### src/rtl/alu_arbiter.sv
// Two requesters share one N-bit add/subtract unit, one operation in flight at a time.
// Define ALU_ARB_ROUND_ROBIN_EN for round-robin grants; otherwise requester 0 has fixed priority.
module alu_arbiter #(
   parameter int N = 4
) (
   input  logic         clk,
   input  logic         rst_n,
   input  logic [1:0]   req_valid,
   output logic [1:0]   req_ready,
   input  logic [N-1:0] req0_a,
   input  logic [N-1:0] req0_b,
   input  logic [N-1:0] req1_a,
   input  logic [N-1:0] req1_b,
   input  logic [1:0]   req_op,
   output logic         rsp_valid,
   input  logic         rsp_ready,
   output logic         rsp_id,
   output logic [N-1:0] rsp_data,
   output logic         rsp_cout
);

   typedef enum logic [1:0] {
      ST_IDLE = 2'd0,
      ST_EXEC = 2'd1,
      ST_RESP = 2'd2
   } state_e;

   state_e       state_q, state_d;
   logic [N-1:0] a_q, a_d;
   logic [N-1:0] b_q, b_d;
   logic         op_q, op_d;
   logic         id_q, id_d;
   logic         rsp_valid_q, rsp_valid_d;
   logic         rsp_id_q, rsp_id_d;
   logic         rsp_cout_q, rsp_cout_d;
   logic [N-1:0] rsp_data_q, rsp_data_d;
   logic         gnt_id_s;
   logic [1:0]   ready_s;
   logic [N:0]   result_s;

   // Subtract is a + ~b + 1 so the top bit is the "no borrow" flag (a >= b unsigned).
   function automatic logic [N:0] addsub(input logic [N-1:0] a, input logic [N-1:0] b,
                                         input logic sub);
      logic [N:0] b_ext;
      logic [N:0] cin;
      b_ext = {1'b0, (sub ? ~b : b)};
      cin   = {{N{1'b0}}, sub};
      return {1'b0, a} + b_ext + cin;
   endfunction

`ifdef ALU_ARB_ROUND_ROBIN_EN
   logic rr_q, rr_d;

   // Round-robin grant: rr_q names the requester favoured on a tie.
   always_comb begin
      gnt_id_s = 1'b0;
      rr_d     = rr_q;
      if (req_valid == 2'b11) begin
         gnt_id_s = rr_q;
      end else if (req_valid[1]) begin
         gnt_id_s = 1'b1;
      end else begin
         gnt_id_s = 1'b0;
      end
      if ((state_q == ST_IDLE) && (req_valid != 2'b00)) begin
         rr_d = ~gnt_id_s;
      end else begin
         rr_d = rr_q;
      end
   end

   // Pointer register, moves only when a grant is issued.
   always_ff @(posedge clk or negedge rst_n) begin
      if (!rst_n) begin
         rr_q <= 1'b0;
      end else begin
         rr_q <= rr_d;
      end
   end
`else
   // Fixed-priority grant: requester 0 wins any tie.
   always_comb begin
      gnt_id_s = 1'b0;
      if (req_valid[0]) begin
         gnt_id_s = 1'b0;
      end else if (req_valid[1]) begin
         gnt_id_s = 1'b1;
      end else begin
         gnt_id_s = 1'b0;
      end
   end
`endif

   assign result_s = addsub(a_q, b_q, op_q);

   // Next-state and datapath capture for the IDLE -> EXEC -> RESP sequence.
   always_comb begin
      state_d     = state_q;
      a_d         = a_q;
      b_d         = b_q;
      op_d        = op_q;
      id_d        = id_q;
      rsp_valid_d = rsp_valid_q;
      rsp_id_d    = rsp_id_q;
      rsp_cout_d  = rsp_cout_q;
      rsp_data_d  = rsp_data_q;
      ready_s     = 2'b00;
      case (state_q)
         ST_IDLE: begin
            if (req_valid != 2'b00) begin
               ready_s = gnt_id_s ? 2'b10 : 2'b01;
               a_d     = gnt_id_s ? req1_a : req0_a;
               b_d     = gnt_id_s ? req1_b : req0_b;
               op_d    = req_op[gnt_id_s];
               id_d    = gnt_id_s;
               state_d = ST_EXEC;
            end else begin
               state_d = ST_IDLE;
            end
         end
         ST_EXEC: begin
            rsp_data_d  = result_s[N-1:0];
            rsp_cout_d  = result_s[N];
            rsp_id_d    = id_q;
            rsp_valid_d = 1'b1;
            state_d     = ST_RESP;
         end
         ST_RESP: begin
            if (rsp_ready) begin
               rsp_valid_d = 1'b0;
               state_d     = ST_IDLE;
            end else begin
               state_d = ST_RESP;
            end
         end
         default: begin
            rsp_valid_d = 1'b0;
            state_d     = ST_IDLE;
         end
      endcase
   end

   // State, latched operands and response registers.
   always_ff @(posedge clk or negedge rst_n) begin
      if (!rst_n) begin
         state_q     <= ST_IDLE;
         a_q         <= {N{1'b0}};
         b_q         <= {N{1'b0}};
         op_q        <= 1'b0;
         id_q        <= 1'b0;
         rsp_valid_q <= 1'b0;
         rsp_id_q    <= 1'b0;
         rsp_cout_q  <= 1'b0;
         rsp_data_q  <= {N{1'b0}};
      end else begin
         state_q     <= state_d;
         a_q         <= a_d;
         b_q         <= b_d;
         op_q        <= op_d;
         id_q        <= id_d;
         rsp_valid_q <= rsp_valid_d;
         rsp_id_q    <= rsp_id_d;
         rsp_cout_q  <= rsp_cout_d;
         rsp_data_q  <= rsp_data_d;
      end
   end

   // The grant is combinational, so it must be masked while reset is held.
   assign req_ready = rst_n ? ready_s : 2'b00;
   assign rsp_valid = rsp_valid_q;
   assign rsp_id    = rsp_id_q;
   assign rsp_data  = rsp_data_q;
   assign rsp_cout  = rsp_cout_q;

endmodule

### config.mk
export PLATFORM = sky130hd
export DESIGN_NAME = alu_arbiter
export DESIGN_NICKNAME = d
export VERILOG_FILES = /design/src/rtl/alu_arbiter.sv
export SDC_FILE = /design/constraint.sdc
export NUM_CORES = 1
export LEC_CHECK = 0
export ABC_AREA = 1
export BUFFER_PORTS_ARGS = -buffer_cell sky130_fd_sc_hd__buf_2
export CAP_MARGIN = 20
export CORE_MARGIN = 2
export CORE_UTILIZATION = 26
export CTS_BUF_LIST = sky130_fd_sc_hd__clkbuf_16
export CTS_CLUSTER_DIAMETER = 30
export DETAILED_ROUTE_END_ITERATION = 12
export HOLD_SLACK_MARGIN = 0.02
export PLACE_DENSITY_LB_ADDON = 0.08
export SYNTH_ARGS = -nofsm -noshare
export SYNTH_HDL_FRONTEND = slang
export SYNTH_SLANG_ARGS = --single-unit
export TNS_END_PERCENT = 1
### constraint.sdc
create_clock -name clk -period 2.99 [get_ports clk]
set_input_delay 0 -clock clk [delete_from_list [all_inputs] [get_ports clk]]
set_output_delay 0 -clock clk [all_outputs]
set_load 0.01 [all_outputs]
==> results of run 1 <==
-- per-layer routing --
layer,up-vias,track usage (%),share of wire [%],routed length (microns)
li1,448,-,-,-
met1,365,16.6,49,1070
met2,29,18.1,43,946
met3,4,1.00,5.5,119
met4,0,6.00,2.1,46
met5,-,0,0,0
-- cells by family (layout without fill, tap and decap cells) --
kind of cell             after synthesis  after routing  share of synthesized area (%)
AO/OA/AOI/OAI                         29             29                           20.2
XOR/XNOR                               4              4                           3.31
adder cells (fa/ha/maj)                4              4                           5.44
buffers and inverters                 24             60                           9.47
flip-flops                            19             19                           45.0
AND/OR/NAND/NOR                       37             37                           16.6
-- state kept, by name, summed over array words and instances, names as in the netlist --
name,count
id_q,1
state_q,2
rsp_cout,1
op_q,1
rsp_valid,1
b_q,4
a_q,4
rsp_id,1
rsp_data,4
-- stage by stage --
stage          instance area [sq um]  hold slack, ns
2_1_floorplan                   1060          -0.296
3_3_place_gp                    1250         -0.0268
3_5_place_dp                    1250         -0.0229
4_1_cts                         1360          0.0268
5_1_grt                         1380          0.0388
6_report                        1380          0.0198
-- final cells by class --
type	instances	area, sq um	share of cell area [%]
inverter	21	78.8	5.72
multi-input combinational	74	482	34.9
tap	50	62.6	4.54
clock inverter	1	5.00	0.363
sequential	19	475	34.5
timing repair buffer	35	200	14.5
clock buffer	3	75.1	5.44
-- worst max path at each step --
stage               cells past startpoint  slack (ns)  startpoint            to
global route                            5        1.29        op_q   rsp_data[2]
floorplan                               7        1.52        op_q      rsp_cout
detailed placement                      5        1.24  state_q[0]          op_q
CTS                                     6        1.01  state_q[0]  req_ready[1]
global placement                        5        1.31  state_q[0]        b_q[3]
finish                                  6        1.43        op_q      rsp_cout
-- worst register-to-register path, delay by kind of cell, from the launching register on --
| family | cells | cell delay (ns) |
|---|---|---|
| flops | 1 | 0.46 |
| fa+ha+maj | 1 | 0.43 |
| compound gates | 2 | 0.23 |
| xor+xnor | 1 | 0.21 |
| simple gates | 1 | 0.07 |
| buf+inv | 1 | 0.05 |
-- Yosys cell counts --
library cell | n | area (sq um)
o211ai_2 | 8 | 100
nand3_1 | 2 | 10.0
nor2_2 | 1 | 6.26
nand2_2 | 3 | 18.8
xnor2_1 | 1 | 8.76
inv_2 | 7 | 26.3
o21ai_1 | 12 | 60.1
inv_1 | 14 | 52.6
xor2_1 | 3 | 26.3
buf_2 | 2 | 10.0
fa_1 | 1 | 20.0
dfrtp_1 | 19 | 475
a21oi_2 | 1 | 8.76
nor3_1 | 1 | 5.00
ha_1 | 3 | 37.5
o31ai_1 | 1 | 7.51
o211ai_1 | 1 | 7.51
a21oi_1 | 2 | 10.0
o21ai_0 | 4 | 20.0
nand2_1 | 17 | 63.8
buf_6 | 1 | 11.3
nor2_1 | 4 | 15.0
or2_1 | 9 | 56.3
-- where the power goes --
| group | internal [mW] | switching [mW] |
|---|---|---|
| registers | 0.389 | 0.0949 |
| clock network | 0.179 | 0.0962 |
| logic | 0.297 | 0.401 |
==> summary.txt, run 1 <==
Critical path
  • R2R depth: 6
  • Arrival @ worst endpoint: 1.70 ns
  • Worst-path cell chain: xor2_1, fa_1, nand2_1, inv_1, o21ai_0, a21oi_1
  • Worst EP required: 3.12 ns
  • Setup CP Type: reg -> reg
  • Family with the most delay on the worst path: flip-flops
  • Bufs and invs on worst path: 1
  • Crit-path max FO: 5
  • Slowest cell on crit path: dfrtp_1
  • Reg-to-Reg End: rsp_cout
  • CP Capture Type: flop
  • Worst r2r src: op_q
  • CP peak stage delay: 0.46 ns
  • CP Launch Type: flop
  • Reg2Reg Setup Slack: 1.43 ns

Timing
  • RSZ-0062 raised after global routing: no
  • Final-report hold violation count: 0
  • Max-slew headroom: 70.9%
  • Max Freq: 639 MHz
  • Final Worst Setup Slack: 1.43 ns
  • Min Tclk post-route: 1.56 ns
  • Worst slew pin tran: 0.437 ns
  • Final setup viols: 0
  • Setup Skew: 0.00396 ns
  • Tcrit/Tclk final: 52.3%
  • Max Transition Viols Final: 0
  • Fin Setup TNS: 0 ns

Die
  • Row Count: 23
  • Vert. Die Dim: 67.8 microns
  • Initial core utilization: 26.8%
  • Io pins: 32
  • Die area: 0.00459 sq mm
  • Core box area: 0.00394 sq mm
  • Die width: 67.8 microns

Global routing
  • Largest net degree at the start of global routing: 22
  • Grt total ovfl: 0
  • Global-route wire length before repair: 4.07 mm
  • Number of global-route vias before repair: 920
  • Initial antenna violation count: 0
  • Total track usage: 11.8%

Min path
  • Hold wc startpoint: req_valid[1]
  • Worst Hold Class: in -> reg
  • WHS Endpoint: state_q[0]
  • WHS Path Cells: 3

Drt
  • 1st-pass router iterations: 4
  • Drt wl/cell: 10.7 microns
  • WL final: 2.18 mm
  • Antenna-violating nets left: 0
  • DR iter-0 viols: 21
  • Vias/cell: 4.17
  • DR vias: 846
  • DRC: 0

CTS
  • Clock Path Buffers: 2
  • Postcts setup bufs: 0
  • # hold bufs at CTS: 3
  • Worst-Skew Late Latency: 0.25 ns
  • CTS Sinks: 19
  • Post-CTS Resized: 0
  • Clk slew on worst S/H paths: 0.06 ns
  • TritonCTS clock tree: built
  • TritonCTS Buffers: 3
  • Root Driver: clkbuf_16
  • CTS H-tree depth: 1

Outcome
  • Status: finished clean

Layout
  • Area Growth Syn to Fin: 30.4%
  • # fillers: 418
  • Commonest non-fill, non-tap cells in the layout: buf_2, dfrtp_1, nand2_1
  • Final Util: 35.0%
  • Antenna fix cells: 0
  • Nets@finish: 181
  • Non-Filler Instances: 203
  • Most common cell after layout, fill and taps aside: buf_2
  • Layout cells sized above 1: 36.6%

Logic synthesis
  • Cell count after synthesis: 117
  • Syn_nets: 144
  • Sequential share of the synthesized area: 45.0%
  • Synth Cell Area: 0.00106 sq mm
  • Yosys reg bits: 19
  • Count of cell types in the netlist: 23
  • Yosys warnings: 0
  • Synthesized area per cell: 9.04 sq um

Placed design
  • Port bufs: 31
  • Worst slack, placed: 1.24 ns
  • HPWL after DPL: 1.69 mm
  • Placed cell count: 195
  • Gp weighted congestion: 0.737

Pwr
  • Max VDD drop: 0.350 mV
  • Leakage: 0.696 nW
  • PnR Total Power: 1.46 mW
  • Pwr/cell area: 1060 mW/mm^2

Run
  • # Max-Cap Violations: 0
(Power assumes the default switching activity.)
==> run 2: changes to the inputs <==
--- a/config.mk
+++ b/config.mk
@@ -5,7 +5,7 @@
 export SDC_FILE = /design/constraint.sdc
 export NUM_CORES = 1
 export LEC_CHECK = 0
-export ABC_AREA = 1
+export ABC_AREA = 0
 export BUFFER_PORTS_ARGS = -buffer_cell sky130_fd_sc_hd__buf_2
 export CAP_MARGIN = 20
 export CORE_MARGIN = 2
==> constraint.sdc (replaced) <==
create_clock -name clk -period 1.4 [get_ports clk]
set_input_delay 0 -clock clk [delete_from_list [all_inputs] [get_ports clk]]
set_output_delay 0 -clock clk [all_outputs]
set_load 0.01 [all_outputs]
==> summary.txt, run 2 <==
Placed design
  • Worst slack, placed: -0.219 ns
  • Port bufs: 31
  • Gp weighted congestion: 0.695
  • Post-DP Area: 0.00140 sq mm
  • HPWL after DPL: 1.66 mm

Pwr
  • Pwr/cell area: 2540 mW/mm^2
  • Leakage: 0.786 nW
  • Max VDD drop: 0.664 mV

Logic synthesis
  • Count of cell types in the netlist: 25
  • Leading area contributor after synthesis: dfrtp_1
  • Post-synth top area share: 44.3%
  • Post-synth top cells: dfrtp_1, mux2_4, nand2_1
  • Cell count after synthesis: 80
  • Yosys reg bits: 19
  • Asr flop ratio synth: 100%
  • Top_reg_cell synth: dfrtp_1
  • EDFF count, synth: 0
  • Top post-synthesis cells by area: dfrtp_1, mux2_4, ha_1
  • Synth Cell Area: 0.00107 sq mm
  • Most numerous cell in the Yosys netlist: dfrtp_1
  • Sequential share of the synthesized area: 44.3%
  • Syn_nets: 107
  • Synthesized area per cell: 13.4 sq um
  • Yosys warnings: 0

CTS
  • Clk slew on worst S/H paths: 0.05 ns
  • TritonCTS clock tree: built
  • CTS Sinks: 19
  • Root Driver: clkbuf_16
  • TritonCTS Buffers: 3
  • CTS H-tree depth: 1
  • Worst-Skew Late Latency: 0.25 ns
  • Clock Path Buffers: 2

Critical path
  • Crit-path max FO: 5
  • Worst r2r src: op_q
  • CP Launch Type: flop
  • Reg2Reg Setup Slack: -0.18 ns
  • CP Capture Type: flop
  • Arrival @ worst endpoint: 1.76 ns
  • Worst setup endpoint: rsp_data[3]
  • CP Launch Point: op_q
  • Worst EP required: 1.59 ns
  • Reg-to-Reg End: rsp_data[3]
  • Setup CP Type: reg -> reg
  • R2R depth: 6

Global routing
  • Global-route wire length before repair: 3.66 mm
  • Initial antenna violation count: 0
  • Number of global-route vias before repair: 818
  • Grt total ovfl: 0
  • Total track usage: 11.0%
  • Largest net degree at the start of global routing: 20

Timing
  • Setup Skew: 0.00238 ns
  • Min Tclk post-route: 1.58 ns
  • Final Worst Setup Slack: -0.178 ns
  • Max-slew headroom: 80.8%
  • Max Transition Viols Final: 0
  • Max Freq: 634 MHz
  • Tcrit/Tclk final: 113%
  • RSZ-0062 raised after global routing: yes
  • Final-report hold violation count: 0
  • Final setup viols: 4
  • Worst slew pin tran: 0.288 ns

Layout
  • Finished Cell Area: 0.00156 sq mm
  • Antenna fix cells: 0
  • Final Util: 39.3%
  • Area Growth Syn to Fin: 45.5%
  • Nets@finish: 162
  • Layout cells sized above 1: 61.2%
  • Commonest non-fill, non-tap cells in the layout: buf_2, mux2_4, dfrtp_1
  • Most common cell after layout, fill and taps aside: buf_2

Drt
  • DR iter-0 viols: 25
  • WL final: 2.16 mm
  • DR vias: 800
  • Antenna-violating nets left: 0
  • 1st-pass router iterations: 4
  • Drt wl/cell: 11.7 microns
  • DRC: 0
  • Vias/cell: 4.35

Die
  • Initial core utilization: 27.0%
  • Core box area: 0.00397 sq mm
  • Row Count: 23
  • Vert. Die Dim: 68.2 microns
  • Die area: 0.00465 sq mm
  • Io pins: 32
  • Die width: 68.2 microns

Outcome
  • Status: finished with violations
  • Failing checks: setup timing

Min path
  • Worst Hold Class: in -> reg

Run
  • # Max-Cap Violations: 0
run 2: timing repair:
action / CTS / global route
resized for setup: 4 / 3
endpoints found under the hold margin: 21 / 0
hold buffers: 3 / 0
pin swaps: 6 / 7
endpoints found under the setup margin: 13 / 6
buffers inserted: 4 / 1
run 2: worst max-delay path: stages, from the launching register on:
cell      delay (ns)
dfrtp_2         0.43
buf_4           0.14
xor2_1          0.15
ha_1            0.34
nand3b_1        0.11
a311o_1         0.28
nand3_1         0.07
run 2: power by group:
| part | internal (mW) | switching, mW |
|---|---|---|
| clock network | 0.380 | 0.202 |
| logic | 1.41 | 0.929 |
| registers | 0.840 | 0.192 |
| total | 2.63 | 1.32 |
run 2: worst min-delay path by stage:
stage               depth (start not counted)          from          end
CTS                                         3  req_valid[1]         id_q
global placement                            2         rst_n       rsp_id
finish                                      3  req_valid[1]         id_q
detailed placement                          2         rst_n  rsp_data[0]
floorplan                                   0         rst_n       a_q[0]
global route                                3  req_valid[1]         id_q
run 2: final cells by class:
type                    count  area [sq um]
fillers                   420          2410
well taps                  50          62.6
clock buffers               3          75.1
flip-flops and latches     19           477
multi-input cells          58           589
clock inverters             1          3.75
repair buffers             53           353
run 2: cell families after synthesis:
logic type	Yosys count	share of synthesized area [%]
and+or+nand+nor	15	7.59
DFF	19	44.3
AOI/OAI and AO/OA	13	7.70
muxes	21	28.4
adders and majority gates	4	5.37
xor gates and xnor gates	5	4.08
buffers and inverters	3	2.57
run 2: layer usage:
layer  up-vias  GRT usage (%)  wire, microns
li1        400              -              -
met1       375           13.6            994
met2        21           17.1            993
met3         4           2.47            131
met4         0           6.75             37
met5         -              0              0
run 2: through the flow:
step | hold WS, ns | instances | setup TNS, ns | power (mW)
6_report | 0.0494 | 184 | -0.632 | 3.96
5_1_grt | 0.0648 | 184 | -0.898 | 4.27
4_1_cts | 0.0461 | 183 | -0.771 | 3.91
3_5_place_dp | 0.0180 | 172 | -0.606 | 3.08
3_3_place_gp | 0.0155 | 172 | -0.538 | 3.06
2_1_floorplan | -0.296 | 80 | -0.323 | 2.33
